File: config.mk
export PLATFORM = sky130hd
export DESIGN_NAME = interrupt_request_controller
export DESIGN_NICKNAME = d
export VERILOG_FILES = /design/src/rtl/interrupt_request_controller_pkg.sv /design/src/rtl/interrupt_request_controller_irq_edge_detect.sv /design/src/rtl/interrupt_request_controller.sv
export SDC_FILE = /design/constraint.sdc
export NUM_CORES = 1
export LEC_CHECK = 0
export BUFFER_PORTS_ARGS = -buffer_cell sky130_fd_sc_hd__buf_2
export CAP_MARGIN = 40
export CORE_ASPECT_RATIO = 0.7
export CORE_UTILIZATION = 35
export CTS_CLUSTER_SIZE = 16
export DETAILED_ROUTE_END_ITERATION = 8
export PLACE_DENSITY = 0.64
export SETUP_SLACK_MARGIN = 0.5
export SLEW_MARGIN = 10
export SYNTH_ARGS = -nofsm -noshare
export SYNTH_HDL_FRONTEND = slang
export SYNTH_SLANG_ARGS = --single-unit
File: constraint.sdc
create_clock -name CLK -period 5.5 [get_ports CLK]
set_input_delay 0.55 -clock CLK [delete_from_list [all_inputs] [get_ports CLK]]
set_output_delay 0.55 -clock CLK [all_outputs]
set_load 0.1 [all_outputs]
File: src/rtl/interrupt_request_controller_pkg.sv
// Shared constants for the interrupt request controller: FSM state
// encodings, register addresses and the lowest-set-index helper.
// Ports: none (package).
package interrupt_request_controller_pkg;

  // Service state encodings (2-bit, legacy compatible)
  localparam logic [1:0] INTC_STATE_IDLE   = 2'd0;
  localparam logic [1:0] INTC_STATE_SVC1   = 2'd1;
  localparam logic [1:0] INTC_STATE_SVC0   = 2'd2;
  localparam logic [1:0] INTC_STATE_SVC1_0 = 2'd3;

  // Register map
  localparam logic [2:0] INTC_ADDR_PEND   = 3'd0;
  localparam logic [2:0] INTC_ADDR_MASK   = 3'd1;
  localparam logic [2:0] INTC_ADDR_ACTIVE = 3'd2;
  localparam logic [2:0] INTC_ADDR_SWTRIG = 3'd3;
  localparam logic [2:0] INTC_ADDR_LEVEL  = 3'd4;

  // Index of the lowest set bit; 0 when the vector is empty.
  function automatic logic [3:0] intc_lowest_idx(input logic [15:0] vec);
    logic [3:0] idx;
    idx = '0;
    for (int i = 15; i >= 0; i--) begin
      if (vec[i]) idx = 4'(i);
    end
    return idx;
  endfunction

endpackage

File: src/rtl/interrupt_request_controller_irq_edge_detect.sv
// Per-bit 2-flop synchroniser with rising-edge pulse and level output.
// Ports: CLK, RESET (async, active-high), irq_i raw request,
//        edge_o one-cycle pulse on a synchronised rise, level_o synchronised level.
module irq_edge_detect (
  input  logic CLK,
  input  logic RESET,
  input  logic irq_i,
  output logic edge_o,
  output logic level_o
);

  logic sync1_q;
  logic sync2_q;
  logic prev_q;

  always_ff @(posedge CLK or posedge RESET) begin
    if (RESET) begin
      sync1_q <= 1'b0;
      sync2_q <= 1'b0;
      prev_q  <= 1'b0;
    end else begin
      sync1_q <= irq_i;
      sync2_q <= sync1_q;
      prev_q  <= sync2_q;
    end
  end

  assign edge_o  = sync2_q & ~prev_q;
  assign level_o = sync2_q;

endmodule

File: src/rtl/interrupt_request_controller.sv
// Interrupt request controller: latches peripheral requests as pending, applies
// mask and fixed priority, drives INT0/INT1 and tracks nested service from the
// CPU's vector-load (ACK0/ACK1) and RETI strobes, all qualified by COMMIT.
// Ports: CLK, RESET (async, active-high), COMMIT, IRQ[N_SRC], ACK0, ACK1, RETI,
//        WR, RD, ADDR[3], WDATA/RDATA[DATA_W], INT0, INT1, ACTIVE_IDX[4].
// Optional: INT_LEVEL_MODE_EN adds the LEVEL register (ADDR 4) for level-sensitive sources.
module interrupt_request_controller #(
  parameter int N_SRC  = 8,
  parameter int DATA_W = 16
) (
  input  logic              CLK,
  input  logic              RESET,
  input  logic              COMMIT,
  input  logic [N_SRC-1:0]  IRQ,
  input  logic              ACK0,
  input  logic              ACK1,
  input  logic              RETI,
  input  logic              WR,
  input  logic              RD,
  input  logic [2:0]        ADDR,
  input  logic [DATA_W-1:0] WDATA,
  output logic [DATA_W-1:0] RDATA,
  output logic              INT0,
  output logic              INT1,
  output logic [3:0]        ACTIVE_IDX
);
  import interrupt_request_controller_pkg::*;

  logic [N_SRC-1:0]  pend_q, pend_d, mask_q;
  logic [N_SRC-1:0]  irq_edge, irq_lvl;
  logic [N_SRC-1:0]  wr_src, sw_set, w1c_clr, ack_clr;
  logic [N_SRC-1:0]  masked, lowest_bit;
  logic [15:0]       masked_ext;
  logic [3:0]        win;
  logic              int1_raw;
  logic [1:0]        state_q, state_d;
  logic [3:0]        idx_q, idx_d;
  logic              valid_q, valid_d;
  logic              int0_q, int1_q;
  logic [DATA_W-1:0] rdata_q, rd_val;
  logic              wr_cmt, rd_cmt;
  logic              unused_sigs;
`ifdef INT_LEVEL_MODE_EN
  logic [N_SRC-1:0]  level_q;
`endif

  for (genvar i = 0; i < N_SRC; i++) begin : g_sync
    irq_edge_detect u_edge (
      .CLK     (CLK),
      .RESET   (RESET),
      .irq_i   (IRQ[i]),
      .edge_o  (irq_edge[i]),
      .level_o (irq_lvl[i])
    );
  end

  assign wr_cmt  = WR & COMMIT;
  assign rd_cmt  = RD & COMMIT;
  assign wr_src  = WDATA[N_SRC-1:0];
  assign sw_set  = (wr_cmt && ADDR == INTC_ADDR_SWTRIG) ? wr_src : '0;
  assign w1c_clr = (wr_cmt && ADDR == INTC_ADDR_PEND)   ? wr_src : '0;

  // Source 0 is non-maskable and never competes for INT1.
  assign masked     = pend_q & {mask_q[N_SRC-1:1], 1'b0};
  assign lowest_bit = masked & (~masked + N_SRC'(1));
  assign int1_raw   = |masked;

  always_comb begin
    masked_ext = '0;
    masked_ext[N_SRC-1:0] = masked;
  end
  assign win = intc_lowest_idx(masked_ext);

  // Service FSM: acts at most once per COMMIT even if ACK/RETI are held.
  always_comb begin
    state_d = state_q;
    idx_d   = idx_q;
    valid_d = valid_q;
    ack_clr = '0;
    if (COMMIT) begin
      case (state_q)
        INTC_STATE_IDLE: begin
          if (ACK0) begin
            state_d    = INTC_STATE_SVC0;
            ack_clr[0] = 1'b1;
          end else if (ACK1) begin
            // Empty masked vector gives a spurious entry: idx 0, valid 0.
            state_d = INTC_STATE_SVC1;
            idx_d   = win;
            valid_d = int1_raw;
            ack_clr = lowest_bit;
          end
        end
        INTC_STATE_SVC1: begin
          if (ACK0) begin
            state_d    = INTC_STATE_SVC1_0;
            ack_clr[0] = 1'b1;
          end else if (RETI) begin
            state_d = INTC_STATE_IDLE;
            valid_d = 1'b0;
          end
        end
        INTC_STATE_SVC1_0: if (RETI) state_d = INTC_STATE_SVC1;
        INTC_STATE_SVC0:   if (RETI) state_d = INTC_STATE_IDLE;
        default:           state_d = INTC_STATE_IDLE;
      endcase
    end
  end

  // Sets (edge or SWTRIG) win over W1C and ack-clear on the same bit.
  always_comb begin
    pend_d = (pend_q & ~(w1c_clr | ack_clr)) | irq_edge | sw_set;
`ifdef INT_LEVEL_MODE_EN
    for (int i = 0; i < N_SRC; i++) begin
      if (level_q[i]) pend_d[i] = irq_lvl[i];
    end
`endif
  end

  always_comb begin
    rd_val = '0;
    case (ADDR)
      INTC_ADDR_PEND:   rd_val[N_SRC-1:0] = pend_q;
      INTC_ADDR_MASK:   rd_val[N_SRC-1:0] = mask_q;
      INTC_ADDR_ACTIVE: begin
        rd_val[DATA_W-1] = valid_q;
        rd_val[3:0]      = idx_q;
      end
`ifdef INT_LEVEL_MODE_EN
      INTC_ADDR_LEVEL:  rd_val[N_SRC-1:0] = level_q;
`else
      INTC_ADDR_LEVEL:  rd_val = '0;
`endif
      default:          rd_val = '0;
    endcase
  end

  always_ff @(posedge CLK or posedge RESET) begin
    if (RESET) begin
      pend_q  <= '0;
      mask_q  <= '0;
      state_q <= INTC_STATE_IDLE;
      idx_q   <= '0;
      valid_q <= 1'b0;
      int0_q  <= 1'b0;
      int1_q  <= 1'b0;
      rdata_q <= '0;
    end else begin
      pend_q  <= pend_d;
      state_q <= state_d;
      idx_q   <= idx_d;
      valid_q <= valid_d;
      int0_q  <= pend_q[0] && state_q != INTC_STATE_SVC0 && state_q != INTC_STATE_SVC1_0;
      int1_q  <= int1_raw && state_q == INTC_STATE_IDLE;
      if (wr_cmt && ADDR == INTC_ADDR_MASK) mask_q <= wr_src;
      if (rd_cmt) rdata_q <= rd_val;
    end
  end

`ifdef INT_LEVEL_MODE_EN
  always_ff @(posedge CLK or posedge RESET) begin
    if (RESET) level_q <= '0;
    else if (wr_cmt && ADDR == INTC_ADDR_LEVEL) level_q <= wr_src;
  end
`endif

  // Upper WDATA bits and (in edge-only builds) the level outputs are not consumed.
  assign unused_sigs = ^{WDATA, irq_lvl};

  assign RDATA      = rdata_q;
  assign INT0       = int0_q;
  assign INT1       = int1_q;
  assign ACTIVE_IDX = idx_q;

endmodule

==> impl_metrics.py, run 1 <==
metrics = {
    "clock_tree": {
        "post_cts_buffers": 0,
        "path_clk_slew_ns": 0.06,
        "root_buffer": "clkbuf_8",
        "cts_buffers": 9,
        "clockBufferDepth": 2,
        "cts_tree": "yes",
        "cts_max_level": 3,
        "holdBufCountCts": 0,
        "ctsResizeCount": 0,
        "clock_latency_ns": 0.33,
        "cts.sinks": 57,
    },
    "power_and_ir_drop": {
        "p_seq_frac": 0.414,
        "leakagePower_nw": 1.307,
        "power.share.combinational": 0.271,
        "powerDensity_mw_per_mm2": 453.6,
        "peakVddDrop_mv": 0.1484,
        "p_sw_frac": 0.3640,
        "power_switching_mw": 0.4578,
        "p_clk_frac": 0.315,
        "internal_power_mw": 0.7999,
    },
    "global_routing": {
        "grt.busiest_layer": "met1",
        "met2_usage": 0.1904,
        "groute.layer.met3.usage": 0.06754,
        "grt.total_usage": 0.1455,
        "grt-ovfl-total": 0,
        "antenna_found_initial": 0,
        "grtUsageMet1": 0.2090,
        "grt_pass1_wl_um": 7245,
        "grt_max_degree": 58,
        "grt_pass1_vias": 1480,
    },
    "floorplan": {
        "die_w_um": 98.75,
        "dieArea_sq_mm": 0.006885,
        "die-height_um": 69.73,
        "ios": 57,
        "rows": 24,
        "core_sq_mm": 0.006276,
        "start_util": 0.3654,
    },
    "placed_design": {
        "dpl.cell_count": 304,
        "numPortBuffers": 40,
        "gp_congestion": 0.8106,
        "dp_hpwl_um": 3202,
        "dp_slack_ns": 3.339,
    },
    "final_layout": {
        "fin_nets": 272,
        "n_antenna_cell": 0,
        "area_growth_pct": 20.89,
        "multi_input_area_sq_um": 783.3,
        "final_cells": 320,
        "nFillCells": 587,
        "layout.area.seq_sq_mm": 0.001426,
        "mostFrequentLayoutCell": "dfrtp_1",
        "final_cell_mix": "57 x dfrtp_1, 41 x buf_2, 20 x nand2_1, 12 x o21ai_0, 12 x clkbuf_8",
        "drive_above_1_share": 0.2893,
    },
    "worst_setup_path": {
        "arrival_ns": 2.14,
        "cp-endpoint": "pend_q[7]",
        "endpoint_kind": "flip-flop",
        "rr_endpoint": "pend_q[7]",
        "worstSetupPathType": "reg2reg",
        "r2r_cells": 4,
        "worstSetupStartpoint": "state_q[1]",
        "crit_required_ns": 5.71,
        "r2r-start": "state_q[1]",
        "r2r_setup_slack_ns": 3.57,
        "startpoint_type": "flip-flop",
        "critical_path.max_fanout": 6,
    },
    "route": {
        "drt-initial-drc-count": 46,
        "routed_wl_um": 4460,
        "antenna_left": 0,
        "vias": 1550,
        "wl_per_cell_um": 13.94,
        "drcViolationCount": 0,
        "dr.pass1.iters": 4,
        "viasPerCell": 4.844,
    },
    "synthesis": {
        "seq_area_frac_synth": 0.6219,
        "ys.flop_type": "dfrtp_1",
        "syn_area_per_cell_sq_um": 12.26,
        "synth_top_area_frac": 0.6219,
        "ys_warn_count": 0,
        "synth-edff-count": 0,
        "synth_area_sq_mm": 0.002293,
        "yosysUniqueCellTypes": 35,
        "synth-seq-cells": 57,
        "postSynthCellCount": 187,
        "yosysTopAreaCell": "dfrtp_1",
        "synthTopCellsByArea": "dfrtp_1 62%, mux2_2 3.9%, a221o_1 3.5%",
        "synthArstFlopShare": 1.000,
    },
    "sta": {
        "relSlewSlack": 0.5005,
        "layout_setup_ws_ns": 3.566,
        "hold_viol_final": 0,
        "whs_ns": 0.3219,
        "fin_crit_ns": 1.934,
        "tightest_slew_ns": 0.7452,
        "skew_ns": 0.005177,
        "drv_slew": 0,
        "fin_crit_sh": 0.3516,
        "fin_tns_setup_ns": 0,
        "fmaxAchievable_ghz": 0.5171,
        "finalSetupViolCount": 0,
        "rsz0062_at_grt": "false",
    },
    "status": {
        "run_status": "completed",
    },
    "run": {
        "max_cap_violations": 0,
    },
    "worst_hold_path": {
        "min_path_type": "in2reg",
        "min_path_cells": 1,
    },
}
[layer usage]
layer / vias up / part of all wire / wire length, um
li1: 764 / - / -
met1: 734 / 0.52 / 2319
met2: 47 / 0.42 / 1860
met3: 5 / 0.056 / 251
met4: 0 / 0.0061 / 27
met5: - / 0 / 0
[synthesized netlist by cell type (all sizes together), types with 2 or more instances]
| cell | count |
|---|---|
| o41ai | 2 |
| a22o | 6 |
| nand2 | 20 |
| o21ai | 12 |
| a21oi | 4 |
| dfrtp | 57 |
| nor2b | 7 |
| a22oi | 4 |
| mux2 | 8 |
| a221o | 8 |
| buf | 10 |
| mux2i | 8 |
| inv | 10 |
| a21boi | 2 |
| nor3 | 6 |
| nand3 | 4 |
| nor2 | 4 |
[metrics by stage]
stage	cell area, sq um	power [mW]	utilization
2_1_floorplan	2320	0.8046	-
3_3_place_gp	2552	0.8659	0.4067
3_5_place_dp	2565	0.8716	0.4087
4_1_cts	2773	1.274	0.4418
5_1_grt	2773	1.318	0.4418
6_report	2773	1.258	0.4418
[worst min-delay path by stage]
stage,slack [ns],endpoint,start
after global routing,0.30,g_sync[7].u_edge.sync1_q,IRQ[7]
after detailed placement,0.33,g_sync[4].u_edge.level_o,g_sync[4].u_edge.sync1_q
after CTS,0.30,g_sync[7].u_edge.sync1_q,IRQ[7]
final,0.32,g_sync[3].u_edge.sync1_q,IRQ[3]
after global placement,0.33,g_sync[2].u_edge.level_o,g_sync[2].u_edge.sync1_q
after floorplan,0.33,g_sync[0].u_edge.level_o,g_sync[0].u_edge.sync1_q
[power by group through the flow]
stage / registers [mW] / logic (mW) / clock network, mW
floorplan: 0.675 / 0.130 / 0
global route: 0.531 / 0.359 / 0.428
CTS: 0.522 / 0.343 / 0.409
detailed placement: 0.529 / 0.342 / 0
global placement: 0.527 / 0.339 / 0
finish: 0.521 / 0.341 / 0.396
[logic make-up (layout without fill, tap and decap cells)]
kind of cell           count (synthesis)  after routing  synth area share
other                                  1              8          0.001635
buffers and inverters                 21             69           0.04801
and+or+nand+nor                       48             48            0.1129
muxes                                 16             16           0.07420
AOI/OAI and AO/OA                     44             44            0.1413
DFF                                   57             57            0.6219
[critical path, stage by stage (launching register included)]
cell and delay, ns:
dfrtp_1 0.44, or3b_4 0.47, nor4_4 0.43, a41oi_1 0.18, a221o_1 0.29
[registers in the layout, indices dropped and copies added (netlist names)]
name,cells
valid_q,1
g_sync.u_edge.level_o,8
g_sync.u_edge.sync1_q,8
ACTIVE_IDX,3
INT0,1
RDATA,9
INT1,1
state_q,2
g_sync.u_edge.prev_q,8
pend_q,8
mask_q,8
[area by class of cell]
cell class	instances	share of cell area
clock buffer	14	0.06227
clock inverter	2	0.01264
inverter	10	0.01354
multi-input combinational	116	0.2825
sequential	57	0.5144
tap	78	0.03520
timing repair buffer	43	0.07942
(Power assumes the default switching activity.)
==> run 2, diff against run 1 <==
==> constraint.sdc (replaced) <==
create_clock -name CLK -period 2 [get_ports CLK]
set_input_delay 0.2 -clock CLK [delete_from_list [all_inputs] [get_ports CLK]]
set_output_delay 0.2 -clock CLK [all_outputs]
set_load 0.1 [all_outputs]
==> run 2 against run 1 <==
  * Worst setup slack lost 3.3 ns
  * Via count rose by 4.3%
  * Routed wire length rose by 4.7%
  * Critical endpoint is now pend_q[3]
  * Global-route usage rose by 0.70 points
  * Sequential share of layout area is 2.7 points lower
  * Non-clock buffer count up 14
  * Critical path depth up 1
  * Clock power is 140% higher
  * Die area unchanged
  * Largest power group unchanged
  * Maximum frequency rose by 14%
  * Clock skew is 0.0011 ns lower
==> impl_metrics.py, run 2 (synthesis results as in run 1) <==
metrics = {
    "final_layout": {
        "drive_above_1_share": 0.3373,
        "mostFrequentLayoutCell": "dfrtp_1",
        "n_antenna_cell": 0,
        "final_cell_mix": "55 x dfrtp_1, 40 x buf_2, 20 x nand2_1, 12 x clkbuf_8, 11 x o21ai_0",
        "largest_reg_flops": 9,
        "area_growth_pct": 27.71,
        "fin_nets": 286,
        "fin_util": 0.4667,
    },
    "route": {
        "antenna_left": 0,
        "routed_wl_um": 4671,
        "drt-initial-drc-count": 67,
        "drcViolationCount": 0,
        "vias": 1616,
        "wl_per_cell_um": 14.03,
        "dr.pass1.iters": 4,
        "viasPerCell": 4.853,
    },
    "sta": {
        "relSlewSlack": 0.5258,
        "fin_crit_sh": 0.8505,
        "skew_ns": 0.004042,
        "hold_viol_final": 0,
        "fmaxAchievable_ghz": 0.5879,
        "fin_crit_ns": 1.701,
        "fin_tns_setup_ns": 0,
        "rsz0062_at_grt": "true",
        "tightest_slew_ns": 0.7113,
        "finalSetupViolCount": 0,
        "drv_slew": 0,
    },
    "run": {
        "max_cap_violations": 0,
    },
    "global_routing": {
        "grt_pass1_wl_um": 7679,
        "grt-ovfl-total": 0,
        "antenna_found_initial": 0,
        "grt_max_degree": 58,
        "grt.total_usage": 0.1525,
        "grt_pass1_vias": 1571,
    },
    "floorplan": {
        "core_sq_mm": 0.006276,
        "die-height_um": 69.73,
        "die_w_um": 98.75,
        "ios": 57,
        "dieArea_sq_mm": 0.006885,
        "rows": 24,
        "start_util": 0.3654,
    },
    "worst_setup_path": {
        "r2r-start": "state_q[1]",
        "r2r_setup_slack_ns": 0.30,
        "critical_path.max_fanout": 5,
        "cp_cell_sequence": "or3b_4 -> buf_6 -> nor3_4 -> a32oi_1 -> a221o_1",
        "arrival_ns": 1.91,
        "crit_required_ns": 2.21,
        "worstSetupPathType": "reg2reg",
        "crit_family": "simple AND/OR/NAND/NOR gates",
        "crit_buf_inv": 1,
        "endpoint_kind": "flip-flop",
        "rr_endpoint": "pend_q[3]",
        "r2r_cells": 5,
        "slowest_delay_ns": 0.41,
        "startpoint_type": "flip-flop",
        "crit_path_top_delay_cell": "or3b_4",
    },
    "power_and_ir_drop": {
        "leakagePower_nw": 1.369,
        "powerDensity_mw_per_mm2": 1158,
        "peakVddDrop_mv": 0.3781,
        "p_clk_frac": 0.282,
        "power_switching_mw": 1.291,
        "p_sw_frac": 0.3809,
        "internal_power_mw": 2.099,
        "p_seq_frac": 0.424,
        "power.share.combinational": 0.293,
    },
    "clock_tree": {
        "cts_buffers": 9,
        "clock_latency_ns": 0.33,
        "cts_max_level": 3,
        "cts.sinks": 57,
        "clockBufferDepth": 2,
        "root_buffer": "clkbuf_8",
        "cts_tree": "yes",
        "path_clk_slew_ns": 0.06,
    },
    "placed_design": {
        "dp_hpwl_um": 3180,
        "gp_congestion": 0.8014,
        "numPortBuffers": 40,
    },
    "worst_hold_path": {
        "min_path_type": "in2async",
    },
    "status": {
        "run_status": "completed",
    },
}
## run 2: changes by cell type in the layout (fill, tap and decap cells not counted), sizes merged
| cell | before | now |
|---|---|---|
| dlygate4sd3 | 0 | 8 |
| buf | 43 | 49 |
| clkbuf | 14 | 12 |
| clkinv | 1 | 3 |
| bufinv | 1 | 0 |
| clkinvlp | 0 | 1 |
| inv | 10 | 9 |
## run 2: power groups by stage
stage | Sequential (mW) | Combinational [mW] | Clock, mW
after floorplan | 1.86 | 0.362 | 0
final | 1.44 | 0.994 | 0.958
after global routing | 1.46 | 1.05 | 1.05
after CTS | 1.43 | 0.975 | 0.990
after global placement | 1.45 | 0.937 | 0
after detailed placement | 1.46 | 0.945 | 0
## run 2: worst max path at each step
stage                from         to  cells past startpoint
6_report       state_q[1]  pend_q[3]                      5
3_3_place_gp   state_q[1]  pend_q[7]                      4
3_5_place_dp   state_q[1]  pend_q[7]                      4
2_1_floorplan  state_q[1]  pend_q[7]                      4
5_1_grt        state_q[1]  pend_q[3]                      5
4_1_cts        state_q[1]  pend_q[7]                      5
## run 2: layer usage
layer | vias to the layer above | GRT usage | part of all wire
li1 | 786 | - | -
met1 | 769 | 0.2151 | 0.50
met2 | 53 | 0.2067 | 0.42
met3 | 8 | 0.05948 | 0.070
met4 | 0 | 0.06468 | 0.013
met5 | - | 0 | 0
## run 2: what timing repair did
item / 4_1_cts / 5_1_grt
endpoints found under the setup margin: 8 / 12
pin swaps: 5 / 4
setup buffers: 4 / 1
endpoints found under the hold margin: 8 / 0
resized for setup: 2 / 10
hold buffers: 8 / 0
## run 2: per-stage QoR
step	setup slack, ns	hold WS, ns	instances	power [mW]	instance area, sq um
2_1_floorplan	0.4250	0.2314	194	2.218	2330
3_3_place_gp	0.2824	0.3074	305	2.386	2585
3_5_place_dp	0.2761	0.3093	305	2.401	2585
4_1_cts	0.3103	0.07286	332	3.398	2887
5_1_grt	0.2660	0.09310	333	3.562	2929
6_report	0.2990	0.08937	333	3.391	2929
## run 2: tightest hold or removal path, delay by kind of cell
kind,cells,cell delay (ns)
buffers and inverters,3,0.72
## run 2: cell type report
type | instances | area [sq um]
multi-input cells | 116 | 825.8
inverters | 10 | 41.29
flip-flops and latches | 57 | 1429
repair buffers | 57 | 355.3
fillers | 577 | 3347
well taps | 78 | 97.59
clock inverters | 3 | 15.01
clock buffers | 12 | 165.2
